$ cat src/rtl/reg_file_pkg.sv
// reg_file_pkg: shared constants and types for the register file slice.
//   DEFAULT_WIDTH / DEFAULT_DEPTH / DEFAULT_ZERO_REG : parameter defaults
//   reg_addr_t / reg_word_t                          : address and word types
//                                                      at the default geometry
package reg_file_pkg;

  localparam int DEFAULT_WIDTH    = 16;
  localparam int DEFAULT_DEPTH    = 16;
  localparam int DEFAULT_ZERO_REG = 1;
  localparam int DEFAULT_AW       = $clog2(DEFAULT_DEPTH);

  typedef logic [DEFAULT_AW-1:0]    reg_addr_t;
  typedef logic [DEFAULT_WIDTH-1:0] reg_word_t;

endpackage

$ cat src/rtl/reg_file_if.sv
// reg_file_if: bus between issue/read/writeback stages and the register file.
//   master : drives write port, read addresses and claim requests
//   slave  : the register file; returns read data, ready flags, claim_ack and
//            the pending scoreboard vector
interface reg_file_if import reg_file_pkg::*; #(
  parameter int WIDTH = DEFAULT_WIDTH,
  parameter int DEPTH = DEFAULT_DEPTH
);
  localparam int AW = $clog2(DEPTH);

  logic             wr_en;
  logic [AW-1:0]    wr_addr;
  logic [WIDTH-1:0] wr_data;
  logic [AW-1:0]    rd_addr_a;
  logic [AW-1:0]    rd_addr_b;
  logic [WIDTH-1:0] rd_data_a;
  logic [WIDTH-1:0] rd_data_b;
  logic             rd_ready_a;
  logic             rd_ready_b;
  logic             claim_en;
  logic [AW-1:0]    claim_addr;
  logic             claim_ack;
  logic [DEPTH-1:0] pending;

  modport master (
    output wr_en, wr_addr, wr_data, rd_addr_a, rd_addr_b, claim_en, claim_addr,
    input  rd_data_a, rd_data_b, rd_ready_a, rd_ready_b, claim_ack, pending
  );

  modport slave (
    input  wr_en, wr_addr, wr_data, rd_addr_a, rd_addr_b, claim_en, claim_addr,
    output rd_data_a, rd_data_b, rd_ready_a, rd_ready_b, claim_ack, pending
  );

endinterface

$ cat src/rtl/reg_file_scoreboard.sv
// reg_file_scoreboard: per-register pending bits and claim arbitration.
//   clk_i, rst_ni        : clock, synchronous active-low reset
//   wr_en_i, wr_addr_i   : writeback that clears a pending bit
//   claim_en_i/_addr_i   : reservation request
//   claim_ack_o          : combinational grant
//   pending_o            : scoreboard vector
module reg_file_scoreboard import reg_file_pkg::*; #(
  parameter int DEPTH    = DEFAULT_DEPTH,
  parameter int ZERO_REG = DEFAULT_ZERO_REG,
  localparam int AW      = $clog2(DEPTH)
) (
  input  logic             clk_i,
  input  logic             rst_ni,
  input  logic             wr_en_i,
  input  logic [AW-1:0]    wr_addr_i,
  input  logic             claim_en_i,
  input  logic [AW-1:0]    claim_addr_i,
  output logic             claim_ack_o,
  output logic [DEPTH-1:0] pending_o
);

  logic [DEPTH-1:0] pending_q;
  logic [DEPTH-1:0] pending_d;
  logic             claim_ack;

  always_comb begin
    pending_d = pending_q;
    claim_ack = 1'b0;
    // A register being written back this cycle is free to re-claim.
    if (claim_en_i) begin
      claim_ack = !pending_q[claim_addr_i] ||
                  (wr_en_i && (wr_addr_i == claim_addr_i));
    end
    if (wr_en_i) begin
      pending_d[wr_addr_i] = 1'b0;
    end
    // Set after clear so a same-address claim wins over the writeback.
    if (claim_ack) begin
      pending_d[claim_addr_i] = 1'b1;
    end
    if (ZERO_REG != 0) begin
      pending_d[0] = 1'b0;
    end
  end

  always_ff @(posedge clk_i) begin
    if (!rst_ni) begin
      pending_q <= '0;
    end else begin
      pending_q <= pending_d;
    end
  end

  assign claim_ack_o = claim_ack;
  assign pending_o   = pending_q;

endmodule

$ cat src/rtl/reg_file.sv
// reg_file: DEPTH x WIDTH register file, two combinational read ports, one
// synchronous write port and a pending scoreboard for issue/read hazards.
//   CLK   : clock, all state updates on rising edge
//   reset : synchronous active-low reset (clears data and pending)
//   bus   : reg_file_if.slave (write port, read ports, claim, pending)
// Build option: define REG_FILE_BYPASS_EN to forward a same-cycle write to
// the read ports; default build shows stored state only.
module reg_file import reg_file_pkg::*; #(
  parameter int WIDTH    = DEFAULT_WIDTH,
  parameter int DEPTH    = DEFAULT_DEPTH,
  parameter int ZERO_REG = DEFAULT_ZERO_REG
) (
  input logic       CLK,
  input logic       reset,
  reg_file_if.slave bus
);

  localparam int AW = $clog2(DEPTH);

  logic [WIDTH-1:0] regs_q [DEPTH];
  logic [WIDTH-1:0] regs_d [DEPTH];
  logic [DEPTH-1:0] pending;
  logic             claim_ack;
  logic [WIDTH-1:0] rd_data_a;
  logic [WIDTH-1:0] rd_data_b;
  logic             rd_ready_a;
  logic             rd_ready_b;

  function automatic logic is_zero(input logic [AW-1:0] addr);
    return (ZERO_REG != 0) && (addr == '0);
  endfunction

  reg_file_scoreboard #(
    .DEPTH    (DEPTH),
    .ZERO_REG (ZERO_REG)
  ) u_scoreboard (
    .clk_i        (CLK),
    .rst_ni       (reset),
    .wr_en_i      (bus.wr_en),
    .wr_addr_i    (bus.wr_addr),
    .claim_en_i   (bus.claim_en),
    .claim_addr_i (bus.claim_addr),
    .claim_ack_o  (claim_ack),
    .pending_o    (pending)
  );

  always_comb begin
    regs_d = regs_q;
    if (bus.wr_en && !is_zero(bus.wr_addr)) begin
      regs_d[bus.wr_addr] = bus.wr_data;
    end
  end

  always_ff @(posedge CLK) begin
    if (!reset) begin
      regs_q <= '{default: '0};
    end else begin
      regs_q <= regs_d;
    end
  end

  always_comb begin
    rd_data_a  = regs_q[bus.rd_addr_a];
    rd_ready_a = !pending[bus.rd_addr_a];
`ifdef REG_FILE_BYPASS_EN
    if (bus.wr_en && (bus.rd_addr_a == bus.wr_addr)) begin
      rd_data_a  = bus.wr_data;
      rd_ready_a = 1'b1;
    end
`endif
    // Zero register overrides any forwarding.
    if (is_zero(bus.rd_addr_a)) begin
      rd_data_a  = '0;
      rd_ready_a = 1'b1;
    end
  end

  always_comb begin
    rd_data_b  = regs_q[bus.rd_addr_b];
    rd_ready_b = !pending[bus.rd_addr_b];
`ifdef REG_FILE_BYPASS_EN
    if (bus.wr_en && (bus.rd_addr_b == bus.wr_addr)) begin
      rd_data_b  = bus.wr_data;
      rd_ready_b = 1'b1;
    end
`endif
    if (is_zero(bus.rd_addr_b)) begin
      rd_data_b  = '0;
      rd_ready_b = 1'b1;
    end
  end

  assign bus.rd_data_a  = rd_data_a;
  assign bus.rd_data_b  = rd_data_b;
  assign bus.rd_ready_a = rd_ready_a;
  assign bus.rd_ready_b = rd_ready_b;
  assign bus.claim_ack  = claim_ack;
  assign bus.pending    = pending;

endmodule

$ cat src/flat_wrapper.sv
// flat-port wrapper written by rule: the top's interface ports become plain ports
module reg_file_flat import reg_file_pkg::*;
#(
  parameter int WIDTH    = DEFAULT_WIDTH,
  parameter int DEPTH    = DEFAULT_DEPTH,
  parameter int ZERO_REG = DEFAULT_ZERO_REG
)
  (CLK, reset, bus_wr_en, bus_wr_addr, bus_wr_data, bus_rd_addr_a, bus_rd_addr_b, bus_claim_en, bus_claim_addr, bus_rd_data_a, bus_rd_data_b, bus_rd_ready_a, bus_rd_ready_b, bus_claim_ack, bus_pending);
  reg_file_if #(.WIDTH(WIDTH), .DEPTH(DEPTH)) bus_i ();
  input logic CLK;
  input logic reset;
  input wire logic [$bits(bus_i.wr_en)-1:0] bus_wr_en;
  input wire logic [$bits(bus_i.wr_addr)-1:0] bus_wr_addr;
  input wire logic [$bits(bus_i.wr_data)-1:0] bus_wr_data;
  input wire logic [$bits(bus_i.rd_addr_a)-1:0] bus_rd_addr_a;
  input wire logic [$bits(bus_i.rd_addr_b)-1:0] bus_rd_addr_b;
  input wire logic [$bits(bus_i.claim_en)-1:0] bus_claim_en;
  input wire logic [$bits(bus_i.claim_addr)-1:0] bus_claim_addr;
  output wire logic [$bits(bus_i.rd_data_a)-1:0] bus_rd_data_a;
  output wire logic [$bits(bus_i.rd_data_b)-1:0] bus_rd_data_b;
  output wire logic [$bits(bus_i.rd_ready_a)-1:0] bus_rd_ready_a;
  output wire logic [$bits(bus_i.rd_ready_b)-1:0] bus_rd_ready_b;
  output wire logic [$bits(bus_i.claim_ack)-1:0] bus_claim_ack;
  output wire logic [$bits(bus_i.pending)-1:0] bus_pending;
  assign bus_i.wr_en = bus_wr_en;
  assign bus_i.wr_addr = bus_wr_addr;
  assign bus_i.wr_data = bus_wr_data;
  assign bus_i.rd_addr_a = bus_rd_addr_a;
  assign bus_i.rd_addr_b = bus_rd_addr_b;
  assign bus_i.claim_en = bus_claim_en;
  assign bus_i.claim_addr = bus_claim_addr;
  assign bus_rd_data_a = bus_i.rd_data_a;
  assign bus_rd_data_b = bus_i.rd_data_b;
  assign bus_rd_ready_a = bus_i.rd_ready_a;
  assign bus_rd_ready_b = bus_i.rd_ready_b;
  assign bus_claim_ack = bus_i.claim_ack;
  assign bus_pending = bus_i.pending;
  reg_file #(.WIDTH(WIDTH), .DEPTH(DEPTH), .ZERO_REG(ZERO_REG)) u_core (.CLK(CLK), .reset(reset), .bus(bus_i));
endmodule
$ cat config.mk
export PLATFORM = sky130hd
export DESIGN_NAME = reg_file_flat
export DESIGN_NICKNAME = d
export VERILOG_FILES = /design/src/rtl/reg_file_pkg.sv /design/src/rtl/reg_file_if.sv /design/src/rtl/reg_file_scoreboard.sv /design/src/rtl/reg_file.sv /design/src/flat_wrapper.sv
export SDC_FILE = /design/constraint.sdc
export NUM_CORES = 1
export LEC_CHECK = 0
export ABC_AREA = 1
export CAP_MARGIN = 10
export CORE_ASPECT_RATIO = 2
export CORE_MARGIN = 1
export CORE_UTILIZATION = 40
export DETAILED_ROUTE_END_ITERATION = 6
export DONT_BUFFER_PORTS = 1
export SLEW_MARGIN = 25
export SYNTH_ARGS = -nofsm -noshare
export SYNTH_HDL_FRONTEND = slang
export SYNTH_SLANG_ARGS = --single-unit
$ cat constraint.sdc
create_clock -name CLK -period 1.2 [get_ports CLK]
set_clock_uncertainty 0.05 [all_clocks]
set_input_delay 0.12 -clock CLK [delete_from_list [all_inputs] [get_ports CLK]]
set_output_delay 0.12 -clock CLK [all_outputs]
set_load 0.005 [all_outputs]
After elaboration in Yosys (flattened, before gate mapping)
Index checks and enable logic that the tools add are counted.
{ "totals": {"ff_bits": 272, "inputBits": 36, "output_inout_bits": 51, "word_cells": 74} }
{ "op_classes": {"order_cmp": 10, "n_eq_ne": 1, "muxes": 26, "bitwise": 6, "n_reduce_logical": 13} }
{ "ops": {"columns": ["cell", "count"], "rows": [
  ["$bwmux 256", 1],
  ["$mux 16", 9],
  ["$bmux 16 s4", 2],
  ["$demux 16 s4", 1],
  ["$lt 4x5->1 const B", 4],
  ["$and 16x16->16", 1],
  ["$not 16->16", 1],
  ["$or 16x16->16", 1],
  ["$ge 5x5->1 const B", 3],
  ["$not 4->5", 3],
  ["$bmux 1 s4", 3],
  ["$logic_not 4->1", 3],
  ["$demux 1 s4", 2],
  ["$ge 4x1->1 const B", 2],
  ["$mux 1", 8],
  ["$logic_and 1x1->1", 5],
  ["$lt 5x1->1 const B", 1],
  ["$eq 4x4->1", 1],
  ["$logic_not 1->1", 4],
  ["$logic_or 1x1->1", 1]
]} }

Depth between registers and ports, before layout
{ "depth": {"word_depth": 9, "depth_mapped": 13, "ltp_nobuf": 12} }

Modules after synthesis
From an unflattened synthesis, not the netlist that was laid out.
{ "hier_totals": {"hier_cells": 2579, "hier_area_um2": 15692.6} }
{ "by_module_without_submodules": {"columns": ["mod", "n_inst", "cells_each", "area_per_inst_um2", "seq_area_each_um2"], "rows": [
  ["reg_file", 1, 2420, 14630.3, 5124.9],
  ["reg_file_scoreboard", 1, 159, 1062.3, 300.3]
]} }

Worst setup path before layout
OpenSTA, ideal clock, no wires.
{ "synth_path": {"kind": "register to register", "start": "reg u_core.u_scoreboard.pending_q[12] (netlist: u_core.u_scoreboard.pending_o[12])", "end": "reg u_core.u_scoreboard.pending_q[8] (netlist: u_core.u_scoreboard.pending_o[8])", "setup_ps": 143, "t_arrival_ps": 1093, "t_required_ps": 1007, "setup_slack_ps": -87, "stages_incl_launch_ff": 13, "n_path_buf": 1, "synth_period_minus_slack_ps": 1287, "cell_sequence": "dfxtp_1 > nand2_1 > nand2_1 > nand2_1 > nand2_1 > nand2_1 > nand2_1 > inv_1 > nand2_2 > nand2_4 > buf_12 > nand3_2 > a21oi_2"} }
{ "synth_between": {"elab_chain_cells": 6} }
{ "synth_rtl": {"columns": ["element", "line", "source"], "rows": [
  ["start, declared", "reg_file_scoreboard.sv:22", "logic [DEPTH-1:0] pending_q;"],
  ["start signal, assigned", "reg_file_scoreboard.sv:50", "pending_q <= pending_d;"],
  ["$bmux 1 s4", "reg_file_scoreboard.sv:31", "claim_ack = !pending_q[claim_addr_i] ||"],
  ["$mux 1 (not written as such)", "reg_file_scoreboard.sv:31", null],
  ["$logic_not 1->1", "reg_file_scoreboard.sv:31", null],
  ["$logic_or 1x1->1", "reg_file_scoreboard.sv:31", null],
  ["$mux 1", "reg_file_scoreboard.sv:30", "if (claim_en_i) begin"],
  ["$mux 16", "reg_file_scoreboard.sv:38", "if (claim_ack) begin"]
]} }
Every way passes these cells. The select of a mux whose other input is x is not followed.
A chain may end at the register's enable or synchronous reset.

Worst setup path after layout
{ "layout_path": {"start": "reg u_core.regs_q[88] in the netlist's numbering", "end": "out bus_rd_data_b[8]"} }
{ "layout_between": {"elab_chain_cells": 4} }
{ "layout_rtl": {"columns": ["element", "line", "source"], "rows": [
  ["start, declared", "reg_file.sv:20", "logic [WIDTH-1:0] regs_q [DEPTH];"],
  ["start signal, assigned", "reg_file.sv:58", "regs_q <= regs_d;"],
  ["$bmux 16 s4", "reg_file.sv:79", "rd_data_b = regs_q[bus.rd_addr_b];"],
  ["$mux 16 (not written as such) (2 in series)", "reg_file.sv:79", null],
  ["$mux 16", "reg_file.sv:87", "if (is_zero(bus.rd_addr_b)) begin"],
  ["end, declared", "flat_wrapper.sv:20", "output wire logic [$bits(bus_i.rd_data_b)-1:0] bus_rd_data_b;"]
]} }
Every way passes these cells. The select of a mux whose other input is x is not followed.

==> flow_metrics.py <==
metrics = {
    "status": {
        "status": "finished, violations left",
        "violations": "negative hold slack, negative setup slack",
    },
    "global_routing": {
        "top_usage_layer": "met2",
        "grt_util_met1": 0.360,
        "antenna_found_initial": 4,
        "grt_max_degree": 256,
        "gr-usage-met3": 0.0690,
        "grt_usage": 0.350,
        "grt_pass1_wl_mm": 94.0,
        "grt_pass1_vias": 15400,
        "overflow": 0,
        "grt_use_met2": 0.593,
    },
    "cts": {
        "cts_tree": "built",
        "clkSinkCount": 269,
        "clk_pin_slew_worst_paths_ns": 0.07,
        "clock_path_buffers": 3,
        "htreeDepth": 1,
        "cts_buffers": 26,
        "clk_latency_ns": 0.57,
        "cts-root-buf": "clkbuf_16",
        "hold_buffers": 45,
    },
    "yosys": {
        "netlist.area_leader.share": 0.378,
        "ys_seq_elements": 269,
        "syn-cell-area_sq_mm": 0.0142,
        "avgSynthCellArea_sq_um": 6.92,
        "netlist_instances": 2057,
        "ys_warn_count": 0,
        "ys_top_cells_by_area": "dfxtp_1 (38%), o21ai_0 (13%), a21oi_1 (11%), inv_1 (6.6%), o221ai_1 (6.5%)",
        "ys_types": 39,
        "syn-num-nets": 2093,
        "yosys.area.top_type": "dfxtp_1",
        "synth_seq_area_share": 0.378,
    },
    "route": {
        "dr.pass1.iters": 5,
        "totalWireLength_mm": 63.8,
        "antenna_left": 0,
        "drc_errors": 0,
        "vias": 16000,
        "via_per_inst": 5.93,
        "initialDrtViolationCount": 1402,
        "avgRoutedWirePerCell_microns": 23.7,
    },
    "layout": {
        "final_cell_mix": "o21ai_0 (264), a21oi_1 (243), nor2_1 (203), buf_4 (201), dfxtp_1 (188)",
        "area_growth_pct": 32.1,
        "final_area_sq_mm": 0.0188,
        "finalNetCount": 2264,
        "layout-drive-gt1-share": 0.310,
        "final_cells": 2696,
        "final_common_cell": "o21ai_0",
    },
    "placement": {
        "dp_hpwl_mm": 42.3,
        "gp_congestion": 0.956,
        "placed_area_sq_mm": 0.0162,
        "portBuffers": 0,
        "dpl.cell_count": 2578,
    },
    "sta": {
        "rsz0062_at_grt": "yes",
        "fin_ws_ns": -0.717,
        "fmax_ghz": 0.522,
        "setup_viol": 59,
        "finalCriticalPeriod_ns": 1.92,
        "finalSetupTns_ns": -25.70,
        "worstMarginPinSlew_ns": 1.03,
        "hold_ws_ns": -0.354,
        "period_share": 1.60,
        "drv_slew": 0,
        "slew_headroom": 0.311,
        "hold_violations": 120,
    },
    "critical_path": {
        "cp.required_ns": 1.03,
        "crit_type": "flop to primary output",
        "startpoint_type": "flop",
        "end_kind": "primary output",
        "crit_cells": 7,
        "critPathMaxStageDelay_ns": 0.34,
        "arrival_ns": 1.75,
        "reg2regPathDepth": 10,
        "rrSetupSlack_ns": -0.25,
        "slowest_stage": "dfxtp_2",
        "crit_path_frequent_cell": "nor2_1",
        "rr_startpoint": "u_core.u_scoreboard.pending_o[5]",
        "worstPathCellList": "nor2_1 -> nor2_1 -> o21ai_1 -> o2111ai_2 -> o211ai_1 -> a21oi_1 -> buf_4",
        "crit_buf_inv": 1,
        "path_max_fanout": 3,
        "reg2reg_to": "u_core.u_scoreboard.pending_o[12]",
        "critPathTopFamily": "compound AO/OA/AOI/OAI gates",
        "critical_path.startpoint": "u_core.regs_q[88]",
        "crit_path_end": "bus_rd_data_b[8]",
    },
    "die": {
        "row_count": 97,
        "fp.dieW_microns": 135,
        "die_h_microns": 269,
        "dieArea_sq_mm": 0.0364,
        "initial_core_util": 0.406,
        "io_pins": 87,
        "coreArea_sq_mm": 0.0351,
    },
    "power": {
        "power_uw": 21000,
        "peakVddDrop_v": 0.00135,
        "p_leak_uw": 0.00704,
        "powerDensity_mw_per_mm2": 1120,
    },
    "run": {
        "cap_viol_max_count": 0,
    },
    "worst_hold_path": {
        "min_path_type": "input port to flop",
    },
}
-- registers in the layout, indices dropped and copies added, names as in the netlist --
name	cells
u_core.regs_q	254
u_core.u_scoreboard.pending_o	15
-- power by group --
group          internal, uW  total (uW)  switching (uW)
combinational          1190        2970            1780
clock                  4900        8790            3890
sequential             9110        9220             105
total                 15200       21000            5780
-- cells by family after synthesis --
logic type	synth area share
and+or+nand+nor	0.138
AOI/OAI and AO/OA	0.350
xor gates and xnor gates	0.000616
buffers and inverters	0.132
DFF	0.378
other	0.000264
-- final cells by class --
cell class / count / area (sq um)
timing repair buffer: 313 / 3000
clock buffer: 34 / 722
antenna: 4 / 10.0
clock inverter: 13 / 156
multi-input combinational: 1350 / 7810
tap: 445 / 557
inverter: 268 / 1050
sequential: 269 / 5500
fill: 3398 / 16300
-- routing by layer --
| layer | up-vias | wire [microns] |
|---|---|---|
| met5 | - | 0 |
| met4 | 0 | 6550 |
| met3 | 321 | 4880 |
| met2 | 855 | 30800 |
| met1 | 7450 | 21600 |
| li1 | 7351 | - |
-- through the flow --
stage / util / setup slack, ns
finish: 0.536 / -0.717
global route: 0.536 / -0.770
CTS: 0.521 / -0.730
detailed placement: 0.462 / -0.388
global placement: 0.462 / -0.345
floorplan: - / -0.0344
-- worst min-delay path by stage --
stage	start	to	slack (ns)	cells after the start
after floorplan	bus_wr_data[1]	u_core.regs_q[49]	0.25	2
after global placement	reset	u_core.regs_q[248]	0.20	2
after detailed placement	bus_wr_data[3]	u_core.regs_q[67]	0.22	2
after CTS	reset	u_core.regs_q[84]	-0.36	2
after global routing	reset	u_core.regs_q[106]	-0.34	2
final	reset	u_core.regs_q[74]	-0.35	2
-- repair_timing --
item	CTS	global route
setup endpoints to repair	64	97
endpoints found under the hold margin	269	241
gates resized for setup	301	174
pin swaps	118	105
buffers inserted	9	18
gates cloned	1	0
-- synth_stat cells, drive strengths merged --
master / n
o211ai: 22
o2111ai: 2
a22oi: 2
conb: 1
a21oi: 321
o22ai: 13
nor3: 3
dfxtp: 269
nor2: 228
buf: 83
nand4: 6
clkbuf: 88
nand3: 31
o21ai: 388
inv: 267
a31oi: 8
xnor2: 1
a211oi: 8
o221ai: 107
clkinv: 1
nand2: 207
a21boi: 1
(Power assumes the default switching activity.)
